## src/rtl/dac_sample_sequencer.sv

```systemverilog
// Sample FIFO plus a programmable-rate release timer that feeds the SPI DAC interface.
// Each tick in IDLE pops one sample and issues one start; the next pop waits for the done handshake.
module dac_sample_sequencer #(
  parameter int DEPTH = 8,
  parameter int PW    = 16
) (
  input  logic                     sclk,
  input  logic                     n_reset,
  input  logic                     wr_en,
  input  logic [7:0]               wr_data,
  input  logic                     enable,
  input  logic [PW-1:0]            period,
  input  logic                     clr_flags,
  input  logic                     dac_done,
  output logic [7:0]               dac_data,
  output logic                     dac_start,
  output logic                     full,
  output logic                     empty,
  output logic [$clog2(DEPTH):0]   level,
  output logic                     busy,
  output logic                     underrun,
  output logic                     missed
);

  localparam int AW = $clog2(DEPTH);
  localparam int LW = AW + 1;
  localparam logic [LW-1:0] FULL_LEVEL = LW'(DEPTH);

  typedef enum logic [1:0] {IDLE, START, WAIT} state_t;

  state_t          state_q, state_d;
  logic [AW-1:0]   wr_ptr_q, wr_ptr_d;
  logic [AW-1:0]   rd_ptr_q, rd_ptr_d;
  logic [LW-1:0]   level_q, level_d;
  logic [7:0]      dac_data_q, dac_data_d;
  logic [PW-1:0]   count_q, count_d;
  logic [PW-1:0]   period_eff;
  logic            underrun_q, underrun_d;
  logic            missed_q, missed_d;
  logic [7:0]      mem_q [DEPTH];
  logic            tick;
  logic            pop;
  logic            push;

  assign full  = (level_q == FULL_LEVEL);
  assign empty = (level_q == '0);
  assign level = level_q;

  // A period of zero behaves like one, so the timer can never stall.
  always_comb begin
    period_eff = (period == '0) ? PW'(1) : period;
    tick       = enable && (count_q >= (period_eff - PW'(1)));
    count_d    = count_q + PW'(1);
    if (!enable || tick) begin
      count_d = '0;
    end
  end

  always_comb begin
    pop        = (state_q == IDLE) && tick && !empty;
    push       = wr_en && (!full || pop);
    wr_ptr_d   = push ? (wr_ptr_q + AW'(1)) : wr_ptr_q;
    rd_ptr_d   = pop  ? (rd_ptr_q + AW'(1)) : rd_ptr_q;
    dac_data_d = pop  ? mem_q[rd_ptr_q] : dac_data_q;
    level_d    = level_q;
    case ({push, pop})
      2'b10:   level_d = level_q + LW'(1);
      2'b01:   level_d = level_q - LW'(1);
      default: level_d = level_q;
    endcase
  end

  // Set events take priority over a simultaneous clear.
  always_comb begin
    underrun_d = underrun_q && !clr_flags;
    missed_d   = missed_q && !clr_flags;
    if ((state_q == IDLE) && tick && empty) begin
      underrun_d = 1'b1;
    end
    if ((state_q != IDLE) && tick) begin
      missed_d = 1'b1;
    end
  end

  always_comb begin
    state_d = state_q;
    case (state_q)
      IDLE:    if (pop) state_d = START;
      START:   state_d = WAIT;
      WAIT:    if (dac_done) state_d = IDLE;
      default: state_d = IDLE;
    endcase
  end

  always_ff @(posedge sclk) begin
    if (!n_reset) begin
      state_q    <= IDLE;
      wr_ptr_q   <= '0;
      rd_ptr_q   <= '0;
      level_q    <= '0;
      dac_data_q <= '0;
      count_q    <= '0;
      underrun_q <= 1'b0;
      missed_q   <= 1'b0;
    end else begin
      state_q    <= state_d;
      wr_ptr_q   <= wr_ptr_d;
      rd_ptr_q   <= rd_ptr_d;
      level_q    <= level_d;
      dac_data_q <= dac_data_d;
      count_q    <= count_d;
      underrun_q <= underrun_d;
      missed_q   <= missed_d;
    end
  end

  // Storage needs no reset; the pointers and level define what is valid.
  always_ff @(posedge sclk) begin
    if (n_reset && push) begin
      mem_q[wr_ptr_q] <= wr_data;
    end
  end

  always_comb begin
    dac_start = (state_q == START);
    busy      = (state_q != IDLE);
    dac_data  = dac_data_q;
    underrun  = underrun_q;
    missed    = missed_q;
  end

endmodule

```

## config.mk

```make
export PLATFORM = sky130hd
export DESIGN_NAME = dac_sample_sequencer
export DESIGN_NICKNAME = d
export VERILOG_FILES = /design/src/rtl/dac_sample_sequencer.sv
export SDC_FILE = /design/constraint.sdc
export NUM_CORES = 1
export LEC_CHECK = 0
export ABC_AREA = 0
export CORE_ASPECT_RATIO = 1.5
export CORE_MARGIN = 2
export CORE_UTILIZATION = 45
export DETAILED_ROUTE_END_ITERATION = 8
export PLACE_DENSITY = 0.7
export SYNTH_ARGS = -nofsm -noshare
export SYNTH_HDL_FRONTEND = slang
export SYNTH_SLANG_ARGS = --single-unit
```

## constraint.sdc

```tcl
create_clock -name sclk -period 6.3 [get_ports sclk]
set_clock_uncertainty 0.05 [all_clocks]
set_input_delay 1.26 -clock sclk [delete_from_list [all_inputs] [get_ports sclk]]
set_output_delay 1.26 -clock sclk [all_outputs]
set_load 0.005 [all_outputs]
```

Word-level counts from Yosys, hierarchy flattened
Memory sizes are Yosys's and may differ from the RTL's. A register that Yosys moved wholly into a read port is not among the register bits.
Index checks and enable logic that the tools add are counted.
{ "totals": {"regBits": 30, "ram_bits": 64, "in_bits": 30, "output_inout_bits": 18, "wordCells": 55, "mem_count": 1} }
{ "memory_table": {"columns": ["memory", "depth", "width", "rd", "rd_ports_with_merged_regs", "wr", "line", "text"], "rows": [
  ["mem_q", 8, 8, 1, 1, 1, "40", "logic [7:0] mem_q [DEPTH];"]
]} }
{ "op_classes": {"n_addsub": 6, "magnitude_cmp": 1, "n_eq_ne": 7, "mux": 9, "bitwise": 1, "n_reduce_logical": 23} }
{ "ops": {"columns": ["op", "n"], "rows": [
  ["$add A16 B1 Y16 const B", 1],
  ["$ge A16 B16 Y1", 1],
  ["$logic_not A16 Y1", 1],
  ["$mux W16", 1],
  ["$sub A16 B1 Y16 const B", 1],
  ["$logic_and A1 B1 Y1", 9],
  ["$pmux W4 S2", 1],
  ["$add A3 B1 Y3 const B", 2],
  ["$pmux W2 S3", 1],
  ["$logic_not A1 Y1", 5],
  ["$add A4 B1 Y4 const B", 1],
  ["$eq A2 B1 Y1 const B", 2],
  ["$eq A2 B2 Y1 const B", 2],
  ["$eq A4 B4 Y1 const B", 1],
  ["$logic_not A4 Y1", 1],
  ["$mux W1", 4],
  ["$mux W2", 2],
  ["$ne A2 B2 Y1 const B", 2],
  ["$reduce_bool A2 Y1", 2],
  ["$sub A4 B1 Y4 const B", 1],
  ["$logic_not A2 Y1", 1],
  ["$logic_or A1 B1 Y1", 2],
  ["$reduce_and A2 Y1", 1],
  ["$reduce_or A2 Y1", 1],
  ["$not A1 Y1", 1]
]} }

Longest topological paths before layout
Gate-level depths: netlist of the first run.
{ "logic_depth": {"word_depth": 12, "ltp_mapped": 24, "ltp_nobuf": 24} }

Least setup slack after synthesis of the first run
No wires, ideal clock.
{ "synth_timing": {"kind": "input to register", "start": "input port period[2]", "end": "register level_q[3], in the netlist level[3]", "setup_time_ps": 122, "arrival_ps": 5355, "required_time_ps": 6128, "path_slack_ps": 774, "cell_stages": 23, "n_path_buf": 0, "cell_sequence": "or4_4 -> nor4_4 -> nand3b_1 -> or2_1 -> nor2b_1 -> ha_1 -> inv_1 -> nor4_1 -> nand2_1 -> xor2_1 -> ha_1 -> nand4_1 -> nor2_1 -> o2111ai_1 -> a31o_1 -> nor2_1 -> nand2_1 -> inv_1 -> ha_1 -> a21o_1 -> a21o_1 -> and2_1 -> o311a_1"} }
{ "synth_via": {"elab_chain_len": 11, "word_cells_on_any_way": 13, "classes_between": "1 x add/sub; 1 x order compare; 2 x eq/ne; 2 x mux; 7 x reduce/logical"} }
{ "synth_rtl": {"columns": ["item", "line", "text"], "rows": [
  ["from (decl)", "12", "input logic [PW-1:0] period,"],
  ["$logic_not A16 Y1", "51", "period_eff = (period == '0) ? PW'(1) : period;"],
  ["$mux W16 *", "51", null],
  ["$sub A16 B1 Y16 *", "52", "tick = enable && (count_q >= (period_eff - PW'(1)));"],
  ["$ge A16 B16 Y1 *", "52", null],
  ["$logic_and A1 B1 Y1 *", "52", null],
  ["$logic_and A1 B1 Y1 * (2 in series)", "60", "pop = (state_q == IDLE) && tick && !empty;"],
  ["$logic_or A1 B1 Y1", "61", "push = wr_en && (!full || pop);"],
  ["$logic_and A1 B1 Y1", "61", null],
  ["$eq A2 B1 Y1 / $eq A2 B2 Y1 (equally long branches)", "66", "case ({push, pop})"],
  ["$pmux W4 S2 / $reduce_bool A2 Y1 (equally long branches)", null, null],
  ["to (signal assigned)", "109", "level_q <= level_d;"],
  ["to (decl)", "34", "logic [LW-1:0] level_q, level_d;"]
]} }
Mark *: on every way between the ends. The rest lies on a longest branch, timed or not.
A chain may end at the register's enable or synchronous reset.

Worst setup path in the final report of the first run
{ "layout_timing": {"start": "input port period[2]", "end": "register level_q[2], in the netlist level[2]"} }
Same word-level chain as after synthesis.

==> results by group, run 1 <==
Critical path
  – Arrival time at the worst endpoint: between 6 and 7 ns
  – FF-to-FF path depth: 13
  – Flop2flop setup slack: roughly 3.3 ns
  – CP Launch Type: input pin
  – Instance count on the critical path: 24
  – Reg2reg start: count_q[15]$_SDFF_PP0_
  – Family with the most delay on the worst path: simple AND/OR/NAND/NOR gates
  – CP max stage delay: about 0.6 ns
  – Setup crit end kind: flip-flop
  – Crit Path Max Fanout: 5
  – Most frequent CP cell: ha_1
  – Slowest cell on the critical path: or4_4
  – Buffer and inverter count on the worst path: 3
  – Crit path launch: period[2]
  – Setup crit end: level[2]$_SDFFE_PN0P_
  – WS Path Type: in2reg
  – Worst Path Required: 6.52 ns
  – R2r endpoint: level[2]$_SDFFE_PN0P_
  – Critical-path cell list: clkdlybuf4s50_1 > or4_4 > nor4_4 > nand3b_1 > or2_1 > nor2b_1 > ha_1 > inv_1 > nor4_2 > nand2_1 > xor2_1 > ha_1 > a41o_1 > a21oi_1 > o211a_1 > a31o_1 > nor2_1 > nand2_1 > inv_1 > ha_1 > xor2_1 > or4_1 > o31a_1 > a21oi_2

Drt
  – Total Wirelength: 9654 um
  – Vias per cell: between 5 and 6
  – DR iter-0 viols: about 140
  – Antenna-violating nets left: 0
  – DR WL/cell: between 15 and 20 um
  – Via count: about 3.2k
  – Residual DRC: 0
  – First-pass DRT Iterations: 4

Clocking
  – CTS Hold Bufs: 0
  – Total CTS buffers: 9
  – Clock Latency Late Sink: 0.35 ns
  – CTS sink count: slightly above 100
  – Clock transition at the registers of the reported paths: about 0.080 ns
  – Postcts setup bufs: 0
  – CTS root buffer: clkbuf_16
  – CTS tree: yes
  – CTS H-Tree Depth: 3
  – Clk buf depth: 2
  – Post-CTS sizing: 0

Global route
  – Tot GR Track Use: 0.1765
  – Remaining Overflow, GRT: 0
  – Antenna violations before repair: 0
  – First-pass GRT wire length: 15040 um
  – Largest net degree at the start of global routing: 22
  – Vias in the first global route: between 3k and 4k

STA
  – Post-route minimum period: roughly 6 ns
  – Final Hold Fails: 0
  – Fmax achieved: ~0.17 GHz
  – Fin crit share: 0.9556
  – Final setup violation count: 0
  – Worst-Margin Slew: between 0.8 and 0.9 ns
  – Final count of pins violating max slew: 0
  – Rel. slew slack: 0.4447
  – Setup TNS Final: 0 ns

Synthesis
  – Post-synthesis cell type count: 50
  – Post-synthesis compound-gate area fraction: 0.06569
  – Post-synth top area cell: edfxtp_1
  – Post-synth top flop: edfxtp_1
  – Adder-cell area share of the yosys netlist: 0.06201
  – Cell with the most instances after synthesis: edfxtp_1
  – Cells after Synth: slightly below 400
  – Top cell type's share of synthesized area: 0.4036
  – Post-Synth XOR/XNOR Area: 0.05518
  – Async S/R FF share, synth: 0
  – Top cells by area, synth: edfxtp_1, dfxtp_1, mux4_2
  – Mapped Nets: 438
  – Syn avg cell area: between 10 and 15 sq um
  – Synth warnings: 0
  – Post-Syn Area: approximately 4800 sq um
  – Mux share of post-synthesis cell area: 0.09459
  – EDFF count, synth: between 60 and 70
  – Post-synth top cells: edfxtp_1, nor2_1, dfxtp_1
  – #FFs+latches synth: 102
  – Synth Area in Simple Gates: 0.1361
  – Seq/Total Area, Yosys: 0.5633
  – Largest family of logic cells by synthesized area: simple AND/OR/NAND/NOR gates

Outcome
  – Status: completed

Layout
  – Final Core Density: 0.5578
  – Final Cell Area: about 5800 sq um
  – Antenna diodes: 0
  – # fillers: 884
  – Area grow syn2layout: 22.02%
  – Share of cells above drive strength 1: 0.1256
  – Post-Layout Cell Count: between 500 and 600
  – Nets: 502

Die
  – Starting Density: 0.4571
  – I/O pins: 48
  – Die Area: around 11000 sq um
  – Horiz. Die Dim: just under 90 um
  – Die H: roughly 130 um
  – Cell Rows: 46
  – Core area: around 10000 sq um

Pwr
  – Peak VDD IR: around 0.00022 V
  – Leakage: about 2.0 nW
  – Pwr Density: 240.8 nW/um^2

Placement
  – Port bufs: 47
  – Final Wtd Congestion: ~0.84
  – Post-DP Area: 5490 sq um
  – Dpl hpwl: 6798 um
  – DP Cell Count: 582

Worst hold path
  – Hold WC Path Type: reg2reg

Job
  – Max Cap Viol: 0
cells by family (layout without fill, tap and decap cells):
kind of cell,after synthesis,after routing
muxes,25,25
and+or+nand+nor,133,133
buffers and inverters,26,95
adders and majority gates,23,23
xor gates and xnor gates,30,30
DFF,102,102
AOI/OAI and AO/OA,46,46
worst min-delay path by stage:
stage	cells after the start	start	to	slack [ns]
2_1_floorplan	1	count_q[0]$_SDFF_PP0_	count_q[0]$_SDFF_PP0_	0.38
3_3_place_gp	1	count_q[0]$_SDFF_PP0_	count_q[0]$_SDFF_PP0_	0.39
3_5_place_dp	1	count_q[0]$_SDFF_PP0_	count_q[0]$_SDFF_PP0_	0.41
4_1_cts	1	count_q[0]$_SDFF_PP0_	count_q[0]$_SDFF_PP0_	0.42
5_1_grt	1	count_q[0]$_SDFF_PP0_	count_q[0]$_SDFF_PP0_	0.44
6_report	1	count_q[0]$_SDFF_PP0_	count_q[0]$_SDFF_PP0_	0.42
state kept, by name, summed over array words and instances, names as in the netlist:
register,cells
state_q,2
count_q,16
rd_ptr_q,3
level,4
mem_q,64
dac_data,8
missed,1
underrun,1
wr_ptr_q,3
report_power, final:
part	switching (mW)	leakage, nW	internal, mW	total [mW]
registers	0.00758	0.885	0.719	0.726
clock network	0.256	0.150	0.316	0.572
logic	0.0523	0.977	0.0488	0.101
total	0.315	2.01	1.08	1.40
area by class of cell:
cell class	instances	area, sq um	share of cell area
inverters	14	52.55	0.009044
multi-input cells	257	1976	0.3400
well taps	144	180.2	0.03101
repair buffers	65	605.6	0.1042
flip-flops and latches	102	2683	0.4617
clock inverters	7	88.84	0.01529
clock buffers	9	225.2	0.03876
layout by cell type, fill, tap and decap left out, types with 9 or more instances in the layout:
cell type	synthesis	final
a211oi_1	10	10
a21oi_1	11	11
nand2_1	21	21
edfxtp_1	64	64
clkbuf_16	0	9
inv_1	13	13
xor2_1	17	17
nand3_1	14	14
clkdlybuf4s50_1	0	47
xnor2_1	13	13
buf_4	0	18
mux2i_1	9	9
nor2_1	54	54
dfxtp_1	38	38
mux4_2	16	16
ha_1	22	22
stage by stage:
step	setup WS (ns)	hold WS, ns	power [mW]
after floorplan	0.7737	0.3797	0.7877
after global placement	0.1275	0.3918	0.8390
after detailed placement	-0.04460	0.4087	0.8424
after CTS	0.3130	0.4244	1.410
after global routing	-0.008417	0.4393	1.444
final	0.2800	0.4181	1.399
metal layers:
| layer | vias up | track usage | part of all wire |
|---|---|---|---|
| li1 | 1550 | - | - |
| met1 | 1544 | 0.1888 | 0.39 |
| met2 | 68 | 0.3253 | 0.54 |
| met3 | 25 | 0.03226 | 0.033 |
| met4 | 0 | 0.08959 | 0.036 |
| met5 | - | 0 | 0 |
Note: power is estimated with default switching activity, not from simulation.
==> run 2: changes to the inputs <==
SETUP_SLACK_MARGIN = 0.15   (was not set)
==> results by group, run 2 (synthesis gave the netlist of run 1 again) <==
Die
  – Horiz. Die Dim: 88.00 um (unchanged)
  – Die Area: 11440 sq um (unchanged)
  – Cell Rows: 46 (unchanged)
  – I/O pins: 48 (unchanged)
  – Core area: 10420 sq um (unchanged)
  – Die H: 130.0 um (unchanged)
  – Starting Density: 0.4571 (unchanged)

Clocking
  – CTS H-Tree Depth: 3 (unchanged)
  – Clk buf depth: 2 (unchanged)
  – CTS root buffer: clkbuf_16 (unchanged)
  – CTS tree: yes (unchanged)
  – CTS sink count: 102 (unchanged)
  – Clock Latency Late Sink: 0.35 ns (about the same)
  – CTS Hold Bufs: 0 (unchanged)
  – Clock transition at the registers of the reported paths: 0.08 ns (about the same)
  – Total CTS buffers: 9 (unchanged)

Critical path
  – Slowest cell on the critical path: or4_4 (unchanged)
  – Family with the most delay on the worst path: simple AND/OR/NAND/NOR gates (unchanged)
  – Arrival time at the worst endpoint: 6.13 ns (was 6.24 ns)
  – Crit Path Max Fanout: 5 (unchanged)
  – CP Launch Type: input pin (unchanged)
  – Buffer and inverter count on the worst path: 3 (unchanged)
  – Most frequent CP cell: ha_1 (unchanged)
  – WS Path Type: in2reg (unchanged)
  – CP max stage delay: 0.59 ns (about the same)
  – Worst Path Required: 6.52 ns (about the same)
  – Setup crit end kind: flip-flop (unchanged)
  – Critical-path cell list: clkdlybuf4s50_1 > or4_4 > nor4_4 > nand3b_1 > or2_4 > nor2b_1 > ha_1 > inv_1 > nor4_2 > nand2_1 > xor2_1 > ha_1 > a41o_1 > a21oi_1 > o211a_1 > a31o_1 > nor2_1 > nand2_1 > inv_2 > ha_1 > xor2_1 > or4_1 > o31a_1 > a21oi_2 (was clkdlybuf4s50_1 > or4_4 > nor4_4 > nand3b_1 > or2_1 > nor2b_1 > ha_1 > inv_1 > nor4_2 > nand2_1 > xor2_1 > ha_1 > a41o_1 > a21oi_1 > o211a_1 > a31o_1 > nor2_1 > nand2_1 > inv_1 > ha_1 > xor2_1 > or4_1 > o31a_1 > a21oi_2)

Drt
  – DR WL/cell: 16.13 um (was 16.14 um)
  – Antenna-violating nets left: 0 (unchanged)
  – Via count: 3198 (was 3187)
  – Residual DRC: 0 (unchanged)
  – Vias per cell: 5.339 (was 5.329)
  – DR iter-0 viols: 117 (was 138)
  – Total Wirelength: 9661 um (was 9654 um)
  – First-pass DRT Iterations: 4 (unchanged)

Layout
  – Nets: 503 (was 502)
  – Multi-input gate area: 1989 sq um (was 1976 sq um)
  – Commonest non-fill, non-tap cell in the layout: edfxtp_1 (unchanged)
  – Final Core Density: 0.5598 (was 0.5578)
  – Commonest non-fill, non-tap cells in the layout: edfxtp_1, nor2_1, clkdlybuf4s50_1 (unchanged)
  – Reg area: 2683 sq um (unchanged)
  – Max reg flops: 64 (unchanged)
  – Post-Layout Cell Count: 599 (was 598)
  – Reg with most FFs: mem_q (unchanged)
  – Area grow syn2layout: 22.46% (was 22.02%)
  – Antenna diodes: 0 (unchanged)
  – # fillers: 884 (unchanged)
  – Share of cells above drive strength 1: 0.1363 (was 0.1256)

STA
  – Post-route minimum period: 5.908 ns (was 6.020 ns)
  – RSZ-0062 raised after global routing: false
  – Fmax achieved: 0.1693 GHz (was 0.1661 GHz)
  – Setup TNS Final: 0 ns (unchanged)
  – Rel. slew slack: 0.4374 (was 0.4447)
  – Final setup violation count: 0 (unchanged)
  – Worst-Margin Slew: 0.8428 ns (was 0.8318 ns)
  – Final Hold Fails: 0 (unchanged)
  – Fin crit share: 0.9378 (was 0.9556)
  – Final count of pins violating max slew: 0 (unchanged)
  – Hold_ws: 0.4181 ns (about the same)

Global route
  – First-pass GRT wire length: 15040 um (unchanged)
  – Remaining Overflow, GRT: 0 (unchanged)
  – Tot GR Track Use: 0.1765 (unchanged)
  – Vias in the first global route: 3192 (unchanged)
  – Antenna violations before repair: 0 (unchanged)
  – Largest net degree at the start of global routing: 22 (unchanged)

Pwr
  – Leakage: 2.018 nW (was 2.012 nW)
  – Overall Power: 1.401 mW (was 1.399 mW)
  – Pwr Density: 240.2 nW/um^2 (was 240.8 nW/um^2)
  – Peak VDD IR: 0.0002167 V (about the same)

Placement
  – Final Wtd Congestion: 0.8447 (unchanged)
  – DP Cell Count: 582 (unchanged)
  – Port bufs: 47 (unchanged)
  – Dpl hpwl: 6798 um (unchanged)

Outcome
  – Status: completed (unchanged)

Worst hold path
  – Hold WC Path Type: reg2reg (unchanged)

Job
  – Max Cap Viol: 0 (unchanged)
## run 2: timing repair
action                     in CTS  in global routing
setup endpoints to repair       0                  3
resized for setup               0                  5
setup buffers                   0                  1
## run 2: stage by stage
step	area, sq um	worst slack [ns]
after floorplan	4762	0.7737
after global placement	5490	0.1275
after detailed placement	5490	-0.04460
after CTS	5804	0.3130
after global routing	5832	0.1501
final	5832	0.3919
## run 2: path summary, 6_finish.rpt
kind / from / to / slack [ns] / depth (start not counted)
worst max register to register: count_q[7]$_SDFF_PP0_ / level[2]$_SDFFE_PN0P_ / 3.28 / 12
worst max-delay path: period[2] / level[2]$_SDFFE_PN0P_ / 0.39 / 24
worst min-delay path: count_q[0]$_SDFF_PP0_ / count_q[0]$_SDFF_PP0_ / 0.42 / 1
worst min register to register: count_q[0]$_SDFF_PP0_ / count_q[0]$_SDFF_PP0_ / 0.42 / 1
## run 2: layout make-up
type,instances,share of cell area
sequential,102,0.4600
multi-input combinational,257,0.3411
timing repair buffer,66,0.1051
clock buffer,9,0.03862
tap,144,0.03089
clock inverter,7,0.01523
inverter,14,0.009011
## run 2: report_power, final
part / leakage [nW] / internal (mW) / switching [mW]
Combinational: 0.982 / 0.0489 / 0.0529
Sequential: 0.885 / 0.719 / 0.00762
Clock: 0.150 / 0.316 / 0.256
## run 2: per-layer routing
metal | global-route usage | up-vias | wire length, um
met5 | 0 | - | 0
met3 | 0.03226 | 25 | 326
met4 | 0.08959 | 0 | 350
li1 | - | 1554 | -
met1 | 0.1888 | 1549 | 3779
met2 | 0.3253 | 70 | 5204
